File: config.mk
export PLATFORM = sky130hd
export DESIGN_NAME = tone_generator_flat
export DESIGN_NICKNAME = d
export VERILOG_FILES = /design/src/rtl/tone_generator_pkg.sv /design/src/rtl/tone_generator_if.sv /design/src/rtl/tone_generator_note_stabilizer.sv /design/src/rtl/tone_generator.sv /design/src/flat_wrapper.sv
export SDC_FILE = /design/constraint.sdc
export NUM_CORES = 1
export LEC_CHECK = 0
export BUFFER_PORTS_ARGS = -buffer_cell sky130_fd_sc_hd__buf_2
export CORE_MARGIN = 5
export CORE_UTILIZATION = 35
export DETAILED_ROUTE_END_ITERATION = 6
export GPL_TIMING_DRIVEN = 0
export PLACE_DENSITY = 0.57
export SLEW_MARGIN = 15
export SYNTH_ARGS = -nofsm -noshare
export SYNTH_HDL_FRONTEND = slang
export SYNTH_SLANG_ARGS = --single-unit
File: constraint.sdc
create_clock -name CLK -period 9 [get_ports CLK]
set_input_delay 2.7 -clock CLK [delete_from_list [all_inputs] [get_ports CLK]]
set_output_delay 2.7 -clock CLK [all_outputs]
set_load 0.1 [all_outputs]
File: src/rtl/tone_generator_pkg.sv
// Shared definitions for the tone generator and the PS/2 note decoder:
// widths, filter defaults, FSM encoding and the note half-period table.
package tone_generator_pkg;

   localparam int TONE_WIDTH         = 26;
   localparam int TONE_STABLE_CYCLES = 4;
   localparam int TONE_MIN_HALF      = 16;

   typedef enum logic [1:0] {
      IDLE = 2'd0,
      HIGH = 2'd1,
      LOW  = 2'd2
   } toneState_t;

   // Half-periods in CLK cycles for a 50 MHz clock, Do1 = C4 (261.63 Hz).
   localparam logic [TONE_WIDTH-1:0] DO1  = 26'd95_555;
   localparam logic [TONE_WIDTH-1:0] RE1  = 26'd85_132;
   localparam logic [TONE_WIDTH-1:0] MI1  = 26'd75_843;
   localparam logic [TONE_WIDTH-1:0] FA1  = 26'd71_586;
   localparam logic [TONE_WIDTH-1:0] SOL1 = 26'd63_775;
   localparam logic [TONE_WIDTH-1:0] LA1  = 26'd56_818;
   localparam logic [TONE_WIDTH-1:0] SI1  = 26'd50_619;
   localparam logic [TONE_WIDTH-1:0] DO2  = 26'd47_778;
   localparam logic [TONE_WIDTH-1:0] RE2  = 26'd42_565;
   localparam logic [TONE_WIDTH-1:0] MI2  = 26'd37_921;
   localparam logic [TONE_WIDTH-1:0] FA2  = 26'd35_793;
   localparam logic [TONE_WIDTH-1:0] SOL2 = 26'd31_888;
   localparam logic [TONE_WIDTH-1:0] LA2  = 26'd28_409;
   localparam logic [TONE_WIDTH-1:0] SI2  = 26'd25_309;
   localparam logic [TONE_WIDTH-1:0] DO3  = 26'd23_889;
   localparam logic [TONE_WIDTH-1:0] RE3  = 26'd21_282;
   localparam logic [TONE_WIDTH-1:0] MI3  = 26'd18_960;
   localparam logic [TONE_WIDTH-1:0] FA3  = 26'd17_896;
   localparam logic [TONE_WIDTH-1:0] SOL3 = 26'd15_944;
   localparam logic [TONE_WIDTH-1:0] LA3  = 26'd14_204;
   localparam logic [TONE_WIDTH-1:0] SI3  = 26'd12_654;
   localparam logic [TONE_WIDTH-1:0] DO4  = 26'd11_944;
   localparam logic [TONE_WIDTH-1:0] RE4  = 26'd10_641;
   localparam logic [TONE_WIDTH-1:0] MI4  = 26'd9_480;
   localparam logic [TONE_WIDTH-1:0] FA4  = 26'd8_948;
   localparam logic [TONE_WIDTH-1:0] SOL4 = 26'd7_972;
   localparam logic [TONE_WIDTH-1:0] LA4  = 26'd7_102;
   localparam logic [TONE_WIDTH-1:0] SI4  = 26'd6_327;

endpackage

File: src/rtl/tone_generator_if.sv
// Note/enable inputs and speaker status outputs of the tone generator.
// master = note source (decoder side), slave = tone generator.
interface tone_generator_if #(
   parameter int WIDTH = tone_generator_pkg::TONE_WIDTH
);

   logic [WIDTH-1:0] note_in;
   logic             enable;
   logic             speaker;
   logic             playing;
   logic [WIDTH-1:0] cur_period;

   modport master (
      output note_in,
      output enable,
      input  speaker,
      input  playing,
      input  cur_period
   );

   modport slave (
      input  note_in,
      input  enable,
      output speaker,
      output playing,
      output cur_period
   );

endinterface

File: src/rtl/tone_generator_note_stabilizer.sv
// Accepts a note value only after it has been held on consecutive CLK edges;
// values below MIN_HALF are accepted as silence.
module note_stabilizer
   import tone_generator_pkg::*;
#(
   parameter int WIDTH         = TONE_WIDTH,
   parameter int STABLE_CYCLES = TONE_STABLE_CYCLES,
   parameter int MIN_HALF      = TONE_MIN_HALF
) (
   input  logic             clk,
   input  logic             rst_n,
   input  logic [WIDTH-1:0] i_noteIn,
   output logic [WIDTH-1:0] o_accPeriod
);

   localparam int CW = $clog2(STABLE_CYCLES);

   logic [WIDTH-1:0] r_cand;
   logic [WIDTH-1:0] r_accPeriod;
   logic [CW-1:0]    r_stabCnt;

   // Any change restarts the count, so slow-clock transitions are never latched.
   always_ff @(posedge clk or negedge rst_n) begin
      if (!rst_n) begin
         r_cand      <= '0;
         r_stabCnt   <= '0;
         r_accPeriod <= '0;
      end else if (i_noteIn != r_cand) begin
         r_cand    <= i_noteIn;
         r_stabCnt <= '0;
      end else if (r_stabCnt < CW'(STABLE_CYCLES - 1)) begin
         r_stabCnt <= r_stabCnt + CW'(1);
      end else begin
         r_accPeriod <= (r_cand < WIDTH'(MIN_HALF)) ? '0 : r_cand;
      end
   end

   assign o_accPeriod = r_accPeriod;

endmodule

File: src/rtl/tone_generator.sv
// Square-wave speaker driver: plays the filtered half-period and only switches
// notes at full-period boundaries so no runt pulses reach the speaker.
module tone_generator
   import tone_generator_pkg::*;
#(
   parameter int WIDTH         = TONE_WIDTH,
   parameter int STABLE_CYCLES = TONE_STABLE_CYCLES,
   parameter int MIN_HALF      = TONE_MIN_HALF
) (
   input  logic            CLK,
   input  logic            RST_N,
   tone_generator_if.slave bus
);

   logic [WIDTH-1:0] w_accPeriod;
   logic             w_go;

   toneState_t       r_state;
   logic             r_speaker;
   logic [WIDTH-1:0] r_curPeriod;
   logic [WIDTH-1:0] r_halfCnt;

   toneState_t       w_stateNext;
   logic             w_speakerNext;
   logic [WIDTH-1:0] w_curPeriodNext;
   logic [WIDTH-1:0] w_halfCntNext;
   logic             w_phaseEnd;

   note_stabilizer #(
      .WIDTH         (WIDTH),
      .STABLE_CYCLES (STABLE_CYCLES),
      .MIN_HALF      (MIN_HALF)
   ) u_stabilizer (
      .clk         (CLK),
      .rst_n       (RST_N),
      .i_noteIn    (bus.note_in),
      .o_accPeriod (w_accPeriod)
   );

   assign w_go       = bus.enable && (w_accPeriod != '0);
   assign w_phaseEnd = (r_halfCnt == r_curPeriod - WIDTH'(1));

   always_ff @(posedge CLK or negedge RST_N) begin
      if (!RST_N) begin
         r_state     <= IDLE;
         r_speaker   <= 1'b0;
         r_curPeriod <= '0;
         r_halfCnt   <= '0;
      end else begin
         r_state     <= w_stateNext;
         r_speaker   <= w_speakerNext;
         r_curPeriod <= w_curPeriodNext;
         r_halfCnt   <= w_halfCntNext;
      end
   end

   // A new period is picked up only when a LOW phase ends, keeping duty at 50%.
   always_comb begin
      w_stateNext     = r_state;
      w_speakerNext   = r_speaker;
      w_curPeriodNext = r_curPeriod;
      w_halfCntNext   = r_halfCnt;
      case (r_state)
         IDLE: begin
            w_speakerNext = 1'b0;
            w_halfCntNext = '0;
            if (w_go) begin
               w_curPeriodNext = w_accPeriod;
               w_speakerNext   = 1'b1;
               w_stateNext     = HIGH;
            end
         end
         HIGH: begin
            w_halfCntNext = r_halfCnt + WIDTH'(1);
            if (w_phaseEnd) begin
               w_halfCntNext = '0;
               w_speakerNext = 1'b0;
               if (!w_go) begin
                  w_stateNext     = IDLE;
                  w_curPeriodNext = '0;
               end else begin
                  w_stateNext = LOW;
               end
            end
         end
         LOW: begin
            w_halfCntNext = r_halfCnt + WIDTH'(1);
            if (w_phaseEnd) begin
               w_halfCntNext = '0;
               if (!w_go) begin
                  w_stateNext     = IDLE;
                  w_curPeriodNext = '0;
               end else begin
                  w_curPeriodNext = w_accPeriod;
                  w_speakerNext   = 1'b1;
                  w_stateNext     = HIGH;
               end
            end
         end
         default: begin
            w_stateNext     = IDLE;
            w_speakerNext   = 1'b0;
            w_curPeriodNext = '0;
            w_halfCntNext   = '0;
         end
      endcase
   end

   assign bus.speaker    = r_speaker;
   assign bus.playing    = (r_state != IDLE);
   assign bus.cur_period = r_curPeriod;

endmodule

File: src/flat_wrapper.sv
// flat-port wrapper written by rule: the top's interface ports become plain ports
module tone_generator_flat import tone_generator_pkg::*;
#(
   parameter int WIDTH         = TONE_WIDTH,
   parameter int STABLE_CYCLES = TONE_STABLE_CYCLES,
   parameter int MIN_HALF      = TONE_MIN_HALF
)
  (CLK, RST_N, bus_note_in, bus_enable, bus_speaker, bus_playing, bus_cur_period);
  tone_generator_if #(.WIDTH(WIDTH)) bus_i ();
  input  logic CLK;
  input  logic RST_N;
  input wire logic [$bits(bus_i.note_in)-1:0] bus_note_in;
  input wire logic [$bits(bus_i.enable)-1:0] bus_enable;
  output wire logic [$bits(bus_i.speaker)-1:0] bus_speaker;
  output wire logic [$bits(bus_i.playing)-1:0] bus_playing;
  output wire logic [$bits(bus_i.cur_period)-1:0] bus_cur_period;
  assign bus_i.note_in = bus_note_in;
  assign bus_i.enable = bus_enable;
  assign bus_speaker = bus_i.speaker;
  assign bus_playing = bus_i.playing;
  assign bus_cur_period = bus_i.cur_period;
  tone_generator #(.WIDTH(WIDTH), .STABLE_CYCLES(STABLE_CYCLES), .MIN_HALF(MIN_HALF)) u_core (.CLK(CLK), .RST_N(RST_N), .bus(bus_i));
endmodule
==> results of run 1 <==
cell type report:
class | instances | area, um^2 | share of cell area (%)
Clock buffer | 10 | 229 | 3.54
Tap cell | 216 | 270 | 4.18
Clock inverter | 6 | 57.6 | 0.890
Multi-Input combinational cell | 362 | 2610 | 40.4
Inverter | 15 | 56.3 | 0.870
Sequential cell | 109 | 2730 | 42.2
Timing Repair Buffer | 57 | 314 | 4.85
Buffer | 44 | 203 | 3.13
power by group through the flow:
stage / registers (mW) / logic, mW / clock network [mW]
3_3_place_gp: 0.512 / 0.0339 / 0
2_1_floorplan: 0.509 / 0.0135 / 0
6_report: 0.502 / 0.0350 / 0.383
4_1_cts: 0.502 / 0.0366 / 0.397
3_5_place_dp: 0.512 / 0.0365 / 0
5_1_grt: 0.503 / 0.0405 / 0.415
registers in the layout, summed over array words and instances, names as in the netlist:
name,count
u_core.u_stabilizer.r_cand,26
u_core.u_stabilizer.r_stabCnt,2
u_core.r_halfCnt,26
u_core.bus.speaker,1
u_core.r_state,2
u_core.bus.cur_period,26
u_core.u_stabilizer.o_accPeriod,26
through the flow:
stage	utilization [%]	hold WS (ns)	power [mW]	cell area [um^2]	setup slack [ns]
finish	41.0	0.521	0.920	6470	4.35
global route	41.0	0.541	0.958	6470	4.21
global placement	39.0	0.506	0.545	6150	3.97
floorplan	-	0.485	0.523	5600	4.66
detailed placement	39.2	0.508	0.548	6180	3.90
CTS	41.0	0.525	0.935	6470	4.27
logic make-up after synthesis:
| logic type | count (synthesis) | share of synthesized area [%] |
|---|---|---|
| AND/OR/NAND/NOR | 173 | 17.2 |
| multiplexers | 15 | 2.93 |
| XOR/XNOR | 77 | 12.0 |
| AO/OA/AOI/OAI | 90 | 12.9 |
| flip-flops | 109 | 48.7 |
| adder cells (fa/ha/maj) | 7 | 1.56 |
| buffers and inverters | 59 | 4.63 |
Yosys cell counts (4+ instances only):
cell type / number / area (um^2)
dfrtp_1: 109 / 2730
nor2_1: 46 / 173
a22o_1: 43 / 377
xnor2_1: 40 / 350
xor2_1: 37 / 324
clkbuf_1: 32 / 120
nor4_1: 20 / 125
nand3_1: 18 / 90.1
nand2_1: 17 / 63.8
inv_1: 15 / 56.3
nor3_1: 14 / 70.1
nand4_1: 13 / 81.3
mux2_2: 11 / 124
a21oi_1: 8 / 40.0
and3_1: 8 / 50.1
ha_1: 7 / 87.6
buf_2: 6 / 30.0
o21ai_0: 6 / 30.0
or3_1: 5 / 31.3
or4_1: 5 / 37.5
mux2i_1: 4 / 40.0
nand2b_1: 4 / 25.0
routing by layer:
metal	global-route usage, %	wire, um	vias to the layer above
met5	0	0	-
met4	5.26	144	0
met3	3.70	560	10
met2	25.2	6660	79
met1	20.8	6390	2072
li1	-	-	2043
worst max-delay path by stage:
stage                               start                                         endpoint  slack, ns  cells past startpoint
after floorplan            bus_note_in[6]  u_core.u_stabilizer.o_accPeriod[15]$_DFFE_PN0P_       4.66                      8
after global placement    bus_note_in[11]  u_core.u_stabilizer.o_accPeriod[22]$_DFFE_PN0P_       3.97                     10
after detailed placement  bus_note_in[11]  u_core.u_stabilizer.o_accPeriod[16]$_DFFE_PN0P_       3.90                     10
after CTS                 bus_note_in[11]  u_core.u_stabilizer.o_accPeriod[16]$_DFFE_PN0P_       4.27                     10
after global routing      bus_note_in[11]  u_core.u_stabilizer.o_accPeriod[16]$_DFFE_PN0P_       4.21                     10
final                     bus_note_in[11]  u_core.u_stabilizer.o_accPeriod[16]$_DFFE_PN0P_       4.35                     10
worst register-to-register path: stages, from the launching register on:
cell	delay [ns]
dfrtp_1	0.37
buf_2	0.17
nor4_1	0.69
nand2_1	0.32
or4_1	0.55
a22oi_1	0.16
and4_1	0.24
nand4b_2	0.22
o21ai_1	0.63
buf_2	0.34
nor2_1	0.08
==> metrics.md, run 1 <==
| Metric | Value |
|---|---|
| Cells on worst reg2reg path | `10` |
| R2R Path End | `u_core.r_halfCnt[13]$_DFF_PN0_` |
| Worst Setup Path Type | `primary input to flip-flop` |
| Top delay family on crit path | `simple AND/OR/NAND/NOR gates` |
| Die X | `136 um` |
| Crit path max fanout | `10` |
| Fin crit period | `4.65 ns` |
| Port Buffer Count | `56` |
| Largest net degree at the start of global routing | `88` |
| Critical path arrival | `4.94 ns` |
| Antenna Nets Post-Route | `0` |
| Status | `complete, no violations` |
| Most used flip-flop cell after synthesis | `dfrtp_1` |
| Post-cts hold buffer count | `0` |
| Detail Placement HPWL | `10600 um` |
| Vias in the first global route | `4275` |
| Fraction of registers with async set/reset | `100%` |
| Initial antenna violation count | `0` |
| Router iterations before antenna repair | `6` |
| First-pass GRT wire length | `22600 um` |
| Fill count | `1587` |
| Most frequent cells in the layout | `109 x dfrtp_1, 61 x buf_2, 46 x nor2_1` |
| Worst path bufs/invs | `3` |
| Register-to-register setup slack | `5.11 ns` |
| Setup Viol. Count Final | `0` |
| Clock Path Buffers | `2` |
| Clock Sinks | `109` |
| Yosys cell types | `65` |
| Slowest-stage cell, CP | `nor2_1` |
| Commonest non-fill, non-tap cell in the layout | `dfrtp_1` |
| Cells after synthesis | `530` |
| Die Y-Extent | `136 um` |
| Vias/cell | `5.13` |
| Vias | `4204` |
| Core region area | `15800 um^2` |
| # rows | `46` |
| Share of layout cells above drive strength 1 | `17.4%` |
| Hold path depth | `1` |
| Clock power share | `41.6%` |
| Final period utilization | `51.7%` |
| Clock slew at reported path FFs | `0.07 ns` |
| Total GRT Usage | `15.7%` |
| Max incr delay on CP | `0.43 ns` |
| Worst r2r src | `u_core.bus.cur_period[12]$_DFFE_PN0P_` |
| Register bit count reported by yosys | `109` |
| Area Growth Syn to Fin | `15.6%` |
| CP endpoint kind | `flip-flop` |
| Placed Cells | `803` |
| Hold path startpoint | `u_core.bus.speaker$_DFFE_PN0P_` |
| Post-CTS sizing | `0` |
| Top Ports | `57` |
| Slew Limit Fails | `0` |
| Sequential fraction of the synthesis area | `48.7%` |
| Synth warn | `0` |
| Final setup TNS | `0 ns` |
| Average cell area after synthesis | `10.6 um^2` |
| H-tree depth | `3` |
| Antenna cell count | `0` |
| Syn_nets | `566` |
| Post-synth EDFFs | `0` |
| Critical Path RT | `9.29 ns` |
| Post-route DRC | `0` |
| CTS buffer count | `9` |
| Fin. Hold Viols | `0` |
| Min-Delay Path Class | `flip-flop to flip-flop` |
| Grt total ovfl | `0` |
| Worst Max-Slew Pin Slew | `0.812 ns` |
| Pwr dens | `142 nW/um^2` |
| Internal power | `0.704 mW` |
| Maxcap violations | `0` |
| WHS Endpoint | `u_core.bus.speaker$_DFFE_PN0P_` |
| Lkg Pwr | `3.01 nW` |
| Setup bufs post-CTS | `0` |
| RSZ-0062 raised after global routing | `false` |
| Layout net count | `634` |
| Sequential share of power | `54.6%` |
| Layout Skew | `0.00831 ns` |
| CP cell instances | `buf_2 -> xnor2_1 -> nand4_1 -> nor3_1 -> nand4_1 -> inv_1 -> nand2_1 -> nor2_1 -> clkbuf_1 -> a22o_1` |
| Initial core utilization | `35.5%` |
| Placer Congestion | `0.856` |
| Most used cell, CP | `nand4_1` |
| Worst slew margin | `45.3%` |
| Switch share | `23.4%` |
| NetSw | `0.216 mW` |
| WL final | `13700 um` |
| Non-Filler Instances | `819` |
| Worst VDD drop | `98.0 uV` |
| Detailed Route Iter0 Violations | `253` |
| Combinational fraction of design power | `3.8%` |
| Mapped cell area | `5600 um^2` |
| Die area | `18600 um^2` |
| Worst-skew pair later-pin latency | `0.36 ns` |
| Type of origin of the critical path | `primary input` |
| DR WL/cell | `16.8 um` |
| CTS tree | `yes` |
| Root Driver | `clkbuf_16` |
| Max Freq | `215 MHz` |
Note: power is estimated with default switching activity, not from simulation.
==> inputs of run 2 (changes only) <==
--- a/config.mk
+++ b/config.mk
@@ -10,7 +10,7 @@
 export CORE_UTILIZATION = 35
 export DETAILED_ROUTE_END_ITERATION = 6
 export GPL_TIMING_DRIVEN = 0
-export PLACE_DENSITY = 0.57
+export PLACE_DENSITY = 0.59
 export SLEW_MARGIN = 15
 export SYNTH_ARGS = -nofsm -noshare
 export SYNTH_HDL_FRONTEND = slang
==> constraint.sdc (replaced) <==
create_clock -name CLK -period 3.8 [get_ports CLK]
set_input_delay 1.14 -clock CLK [delete_from_list [all_inputs] [get_ports CLK]]
set_output_delay 1.14 -clock CLK [all_outputs]
set_load 0.1 [all_outputs]
==> metrics.md, run 2 (synthesis gave the netlist of run 1 again) <==
| Metric | Value |
|---|---|
| Die X | `136 um` |
| Detail Placement HPWL | `10700 um` |
| Type of origin of the critical path | `flip-flop` |
| Clock Sinks | `109` |
| Pwr dens | `343 nW/um^2` |
| Critical path arrival | `3.86 ns` |
| Slew Limit Fails | `0` |
| Vias | `4256` |
| Port Buffer Count | `56` |
| Lkg Pwr | `3.03 nW` |
| Fin. Hold Viols | `0` |
| Worst VDD drop | `219 uV` |
| Initial core utilization | `35.5%` |
| Vias in the first global route | `4341` |
| Setup Viol. Count Final | `0` |
| Post-route DRC | `0` |
| Layout Skew | `0.00820 ns` |
| Critical Path RT | `4.04 ns` |
| Fill count | `1576` |
| Final period utilization | `95.2%` |
| Root Driver | `clkbuf_16` |
| Share of layout cells above drive strength 1 | `18.4%` |
| Worst-skew pair later-pin latency | `0.35 ns` |
| WHS | `0.525 ns` |
| Initial antenna violation count | `0` |
| Commonest non-fill, non-tap cell in the layout | `dfrtp_1` |
| Maxcap violations | `0` |
| Status | `complete, no violations` |
| Crit path max fanout | `10` |
| DR WL/cell | `16.8 um` |
| Largest net degree at the start of global routing | `88` |
| WL final | `13800 um` |
| Min-Delay Path Class | `flip-flop to flip-flop` |
| Die Y-Extent | `136 um` |
| Core region area | `15800 um^2` |
| Max Freq | `276 MHz` |
| Final Power | `2.23 mW` |
| First-pass GRT wire length | `22700 um` |
| RSZ-0062 raised after global routing | `false` |
| Antenna Nets Post-Route | `0` |
| Slowest-stage cell, CP | `or4b_4` |
| H-tree depth | `3` |
| Worst Setup Path Type | `flip-flop to flip-flop` |
| # rows | `46` |
| CP endpoint kind | `flip-flop` |
| Worst Max-Slew Pin Slew | `0.631 ns` |
| Worst slew margin | `57.6%` |
| Clock slew at reported path FFs | `0.07 ns` |
| Fin crit period | `3.62 ns` |
| Detailed Route Iter0 Violations | `253` |
| Router iterations before antenna repair | `5` |
| Area Growth Syn to Fin | `16.5%` |
| CTS tree | `yes` |
| Top Ports | `57` |
| Die area | `18600 um^2` |
| Register Area | `2730 um^2` |
| Clock Path Buffers | `2` |
| Layout net count | `635` |
| Placer Congestion | `0.841` |
| Max incr delay on CP | `0.51 ns` |
| CTS buffer count | `9` |
| Most frequent cells in the layout | `107 x dfrtp_1, 60 x buf_2, 45 x nor2_1` |
| Placed instance area | `6180 um^2` |
| Multi-input logic area | `2640 um^2` |
| Antenna cell count | `0` |
| Vias/cell | `5.19` |
| Fin area | `6520 um^2` |
| Final setup TNS | `0 ns` |
| Total GRT Usage | `15.6%` |
| CP cell instances | `inv_1 -> ha_1 -> clkbuf_4 -> or4b_4 -> nor3_4 -> nand4_1 -> a2111oi_2 -> and4_1 -> nand4b_4 -> nor3b_1 -> o21bai_4 -> buf_6 -> a22o_1` |
| Grt total ovfl | `0` |
run 2: timing repair:
| action | in CTS | in global routing |
|---|---|---|
| pin swaps | 0 | 3 |
| setup endpoints to repair | 20 | 46 |
| hold buffers | 0 | 0 |
| hold endpoints to repair | 0 | 0 |
| resized for setup | 1 | 7 |
| setup buffers | 0 | 1 |
| gates cloned | 0 | 0 |
run 2: where the power goes:
group	switching (mW)	internal (mW)
Clock	0.440	0.522
Combinational	0.0467	0.0366
Sequential	0.0159	1.17
run 2: worst max-delay path: cells and delay by family (launching register included):
family	cells	cell delay, ns
simple gates	6	1.76
compound gates	3	0.72
fa+ha+maj	1	0.14
buf+inv	3	0.43
flops	1	0.47
run 2: path summary, 6_finish.rpt:
| kind | startpoint | to | slack [ns] | depth (start not counted) |
|---|---|---|---|---|
| setup / recovery | u_core.bus.cur_period[0]$_DFFE_PN0P_ | u_core.bus.cur_period[9]$_DFFE_PN0P_ | 0.18 | 13 |
| hold / removal | u_core.bus.speaker$_DFFE_PN0P_ | u_core.bus.speaker$_DFFE_PN0P_ | 0.52 | 1 |
| setup reg to reg | u_core.bus.cur_period[0]$_DFFE_PN0P_ | u_core.bus.cur_period[9]$_DFFE_PN0P_ | 0.18 | 13 |
| hold reg to reg | u_core.bus.speaker$_DFFE_PN0P_ | u_core.bus.speaker$_DFFE_PN0P_ | 0.52 | 1 |
| max in group asynchronous | RST_N | u_core.bus.cur_period[1]$_DFFE_PN0P_ | 2.48 | 2 |
| min in group asynchronous | RST_N | u_core.r_halfCnt[12]$_DFF_PN0_ | 0.63 | 1 |
run 2: metal layers:
metal / part of all wire, % / GRT usage (%) / up-vias
li1: - / - / 2034
met1: 46 / 20.7 / 2109
met2: 48 / 25.4 / 90
met5: 0 / 0 / -
met4: 2.3 / 4.42 / 0
met3: 4.0 / 3.52 / 23
run 2: final cells by class:
cell class | count | area share, %
repair buffers | 58 | 4.93
clock buffers | 11 | 3.57
multi-input cells | 362 | 40.4
well taps | 216 | 4.15
inverters | 15 | 0.864
plain buffers | 44 | 3.15
flip-flops and latches | 109 | 41.9
clock inverters | 5 | 1.02
run 2: per-stage QoR:
stage / setup slack (ns) / utilization, % / instances
after floorplan: 0.0524 / - / 530
after global placement: 0.0183 / 39.0 / 802
after detailed placement: -0.0560 / 39.2 / 803
after CTS: 0.00503 / 41.1 / 819
after global routing: 0.000496 / 41.3 / 820
final: 0.182 / 41.3 / 820
==> inputs of run 3 (changes only) <==
--- a/config.mk
+++ b/config.mk
@@ -11,6 +11,7 @@
 export DETAILED_ROUTE_END_ITERATION = 6
 export GPL_TIMING_DRIVEN = 0
 export PLACE_DENSITY = 0.59
+export SETUP_SLACK_MARGIN = 0.5
 export SLEW_MARGIN = 15
 export SYNTH_ARGS = -nofsm -noshare
 export SYNTH_HDL_FRONTEND = slang
==> metrics.md, run 3 (synthesis gave the netlist of run 1 again) <==
| Metric | Value |
|---|---|
| Crit path max fanout | `10` |
| Max Freq | `286 MHz` |
| First-pass GRT wire length | `23100 um` |
| Status | `complete, no violations` |
| Final Power | `2.18 mW` |
| Die Y-Extent | `136 um` |
| Pwr dens | `327 nW/um^2` |
| Clock slew at reported path FFs | `0.07 ns` |
| Type of origin of the critical path | `flip-flop` |
| Worst VDD drop | `259 uV` |
| Worst r2r src | `u_core.bus.cur_period[1]$_DFFE_PN0P_` |
| CTS tree | `yes` |
| Worst Max-Slew Pin Slew | `0.661 ns` |
| Capture point of the worst path | `u_core.bus.cur_period[24]$_DFFE_PN0P_` |
| WL final | `14300 um` |
| Most frequent cells in the layout | `97 x dfrtp_1, 60 x buf_2, 44 x nor2_1` |
| Router iterations before antenna repair | `5` |
| Final period utilization | `92.1%` |
| Grt total ovfl | `0` |
| Register-to-register setup slack | `0.30 ns` |
| CP endpoint kind | `flip-flop` |
| Share of layout cells above drive strength 1 | `23.4%` |
| Die area | `18600 um^2` |
| H-tree depth | `3` |
| Final core utilization | `42.4%` |
| Detailed Route Iter0 Violations | `240` |
| Maxcap violations | `0` |
| Vias | `4323` |
| Worst Setup Path Type | `flip-flop to flip-flop` |
| Cells on worst reg2reg path | `13` |
| CTS buffer count | `9` |
| Worst-skew pair later-pin latency | `0.36 ns` |
| Layout Skew | `0.00875 ns` |
| Critical path origin | `u_core.bus.cur_period[1]$_DFFE_PN0P_` |
| Post-route DRC | `0` |
| Core region area | `15800 um^2` |
| Root Driver | `clkbuf_16` |
| Area Growth Syn to Fin | `19.4%` |
| Non-Filler Instances | `832` |
| Clock Path Buffers | `2` |
| Sequential share of power | `54.5%` |
| Vias in the first global route | `4426` |
| Vias/cell | `5.20` |
| Initial core utilization | `35.5%` |
| Detail Placement HPWL | `10800 um` |
| Fin. Hold Viols | `0` |
| Fin crit period | `3.50 ns` |
| WHS | `0.521 ns` |
| RSZ-0062 raised after global routing | `true` |
| Fill count | `1569` |
| NetSw | `0.502 mW` |
| # rows | `46` |
| Setup Viol. Count Final | `0` |
| Post-cts hold buffer count | `0` |
| Antenna Nets Post-Route | `0` |
| Commonest non-fill, non-tap cell in the layout | `dfrtp_1` |
| Initial antenna violation count | `0` |
| Die X | `136 um` |
| Clock Sinks | `109` |
| DR WL/cell | `17.2 um` |
| Lkg Pwr | `3.10 nW` |
| Critical path arrival | `3.74 ns` |
| Switch share | `23.0%` |
| Internal power | `1.68 mW` |
| Clock power share | `41.7%` |
| Total GRT Usage | `16.0%` |
| Antenna cell count | `0` |
| Combinational fraction of design power | `3.8%` |
| Largest net degree at the start of global routing | `89` |
| Worst slew margin | `55.6%` |
| Min-Delay Path Class | `flip-flop to flip-flop` |
| Critical Path RT | `4.04 ns` |
| Slew Limit Fails | `0` |
| Top Ports | `57` |
| Placed Cells | `803` |
| Placer Congestion | `0.895` |
| Port Buffer Count | `56` |
| R2R Path End | `u_core.bus.cur_period[24]$_DFFE_PN0P_` |
| Layout net count | `647` |
run 3: changes by cell type in the layout (fill, tap and decap cells not counted), moves of 2 or more:
cell	delta
buf_4	+10
dfrtp_1	-10
dfrtp_2	+8
buf_6	+3
dfrtp_4	+2
inv_1	-2
inv_4	+2
nor3_1	-2
nor3_2	+2
run 3: worst max-delay path, stage by stage (launching register included):
cell	delay, ns
dfrtp_4	0.51
inv_4	0.07
ha_4	0.12
buf_6	0.10
or4b_4	0.50
nor3_4	0.23
nand4_1	0.17
a2111oi_2	0.30
and4_1	0.29
nand4b_4	0.16
o31a_1	0.35
o21bai_4	0.24
buf_6	0.17
a22o_1	0.17
run 3: power by group through the flow:
stage	clock, mW	sequential, mW	combinational (mW)
finish	0.910	1.19	0.0832
global placement	0	1.21	0.0802
detailed placement	0	1.21	0.0854
global route	0.975	1.19	0.0949
floorplan	0	1.21	0.0320
CTS	0.933	1.19	0.0859
run 3: layout make-up:
class	count	area [um^2]	area share [%]
Timing Repair Buffer	70	419	6.27
Tap cell	216	270	4.04
Clock buffer	11	243	3.63
Sequential cell	109	2750	41.1
Multi-Input combinational cell	362	2690	40.3
Clock inverter	5	40.0	0.599
Inverter	15	61.3	0.917
Buffer	44	209	3.13
run 3: timing repair:
item / 4_1_cts / 5_1_grt
setup endpoints to repair: 55 / 61
setup buffers: 8 / 4
gates cloned: 1 / 0
pin swaps: 7 / 4
gates resized for setup: 11 / 5
run 3: routing by layer:
layer	up-vias	wire length (um)	GRT usage, %
met2	110	6910	26.1
met4	0	329	4.76
met3	25	616	4.37
met5	-	0	0
met1	2139	6480	20.7
li1	2049	-	-
run 3: per-stage QoR:
stage / setup TNS (ns) / worst slack [ns] / area [um^2]
3_3_place_gp: 0 / 0.0253 / 6200
6_report: 0 / 0.301 / 6680
4_1_cts: 0 / 0.302 / 6640
2_1_floorplan: 0 / 0.421 / 5650
3_5_place_dp: -0.185 / -0.0251 / 6240
5_1_grt: 0 / 0.170 / 6680
run 3: how the worst min path moves through the flow:
| stage | from | end | slack [ns] | cells past startpoint |
|---|---|---|---|---|
| after global placement | u_core.u_stabilizer.r_stabCnt[1]$_DFFE_PN0N_ | u_core.u_stabilizer.r_stabCnt[1]$_DFFE_PN0N_ | 0.51 | 2 |
| after detailed placement | u_core.bus.speaker$_DFFE_PN0P_ | u_core.bus.speaker$_DFFE_PN0P_ | 0.51 | 1 |
| after global routing | u_core.bus.speaker$_DFFE_PN0P_ | u_core.bus.speaker$_DFFE_PN0P_ | 0.53 | 1 |
| after floorplan | u_core.u_stabilizer.r_cand[3]$_DFFE_PN0P_ | u_core.u_stabilizer.o_accPeriod[3]$_DFFE_PN0P_ | 0.49 | 1 |
| final | u_core.bus.speaker$_DFFE_PN0P_ | u_core.bus.speaker$_DFFE_PN0P_ | 0.52 | 1 |
| after CTS | u_core.bus.speaker$_DFFE_PN0P_ | u_core.bus.speaker$_DFFE_PN0P_ | 0.52 | 1 |
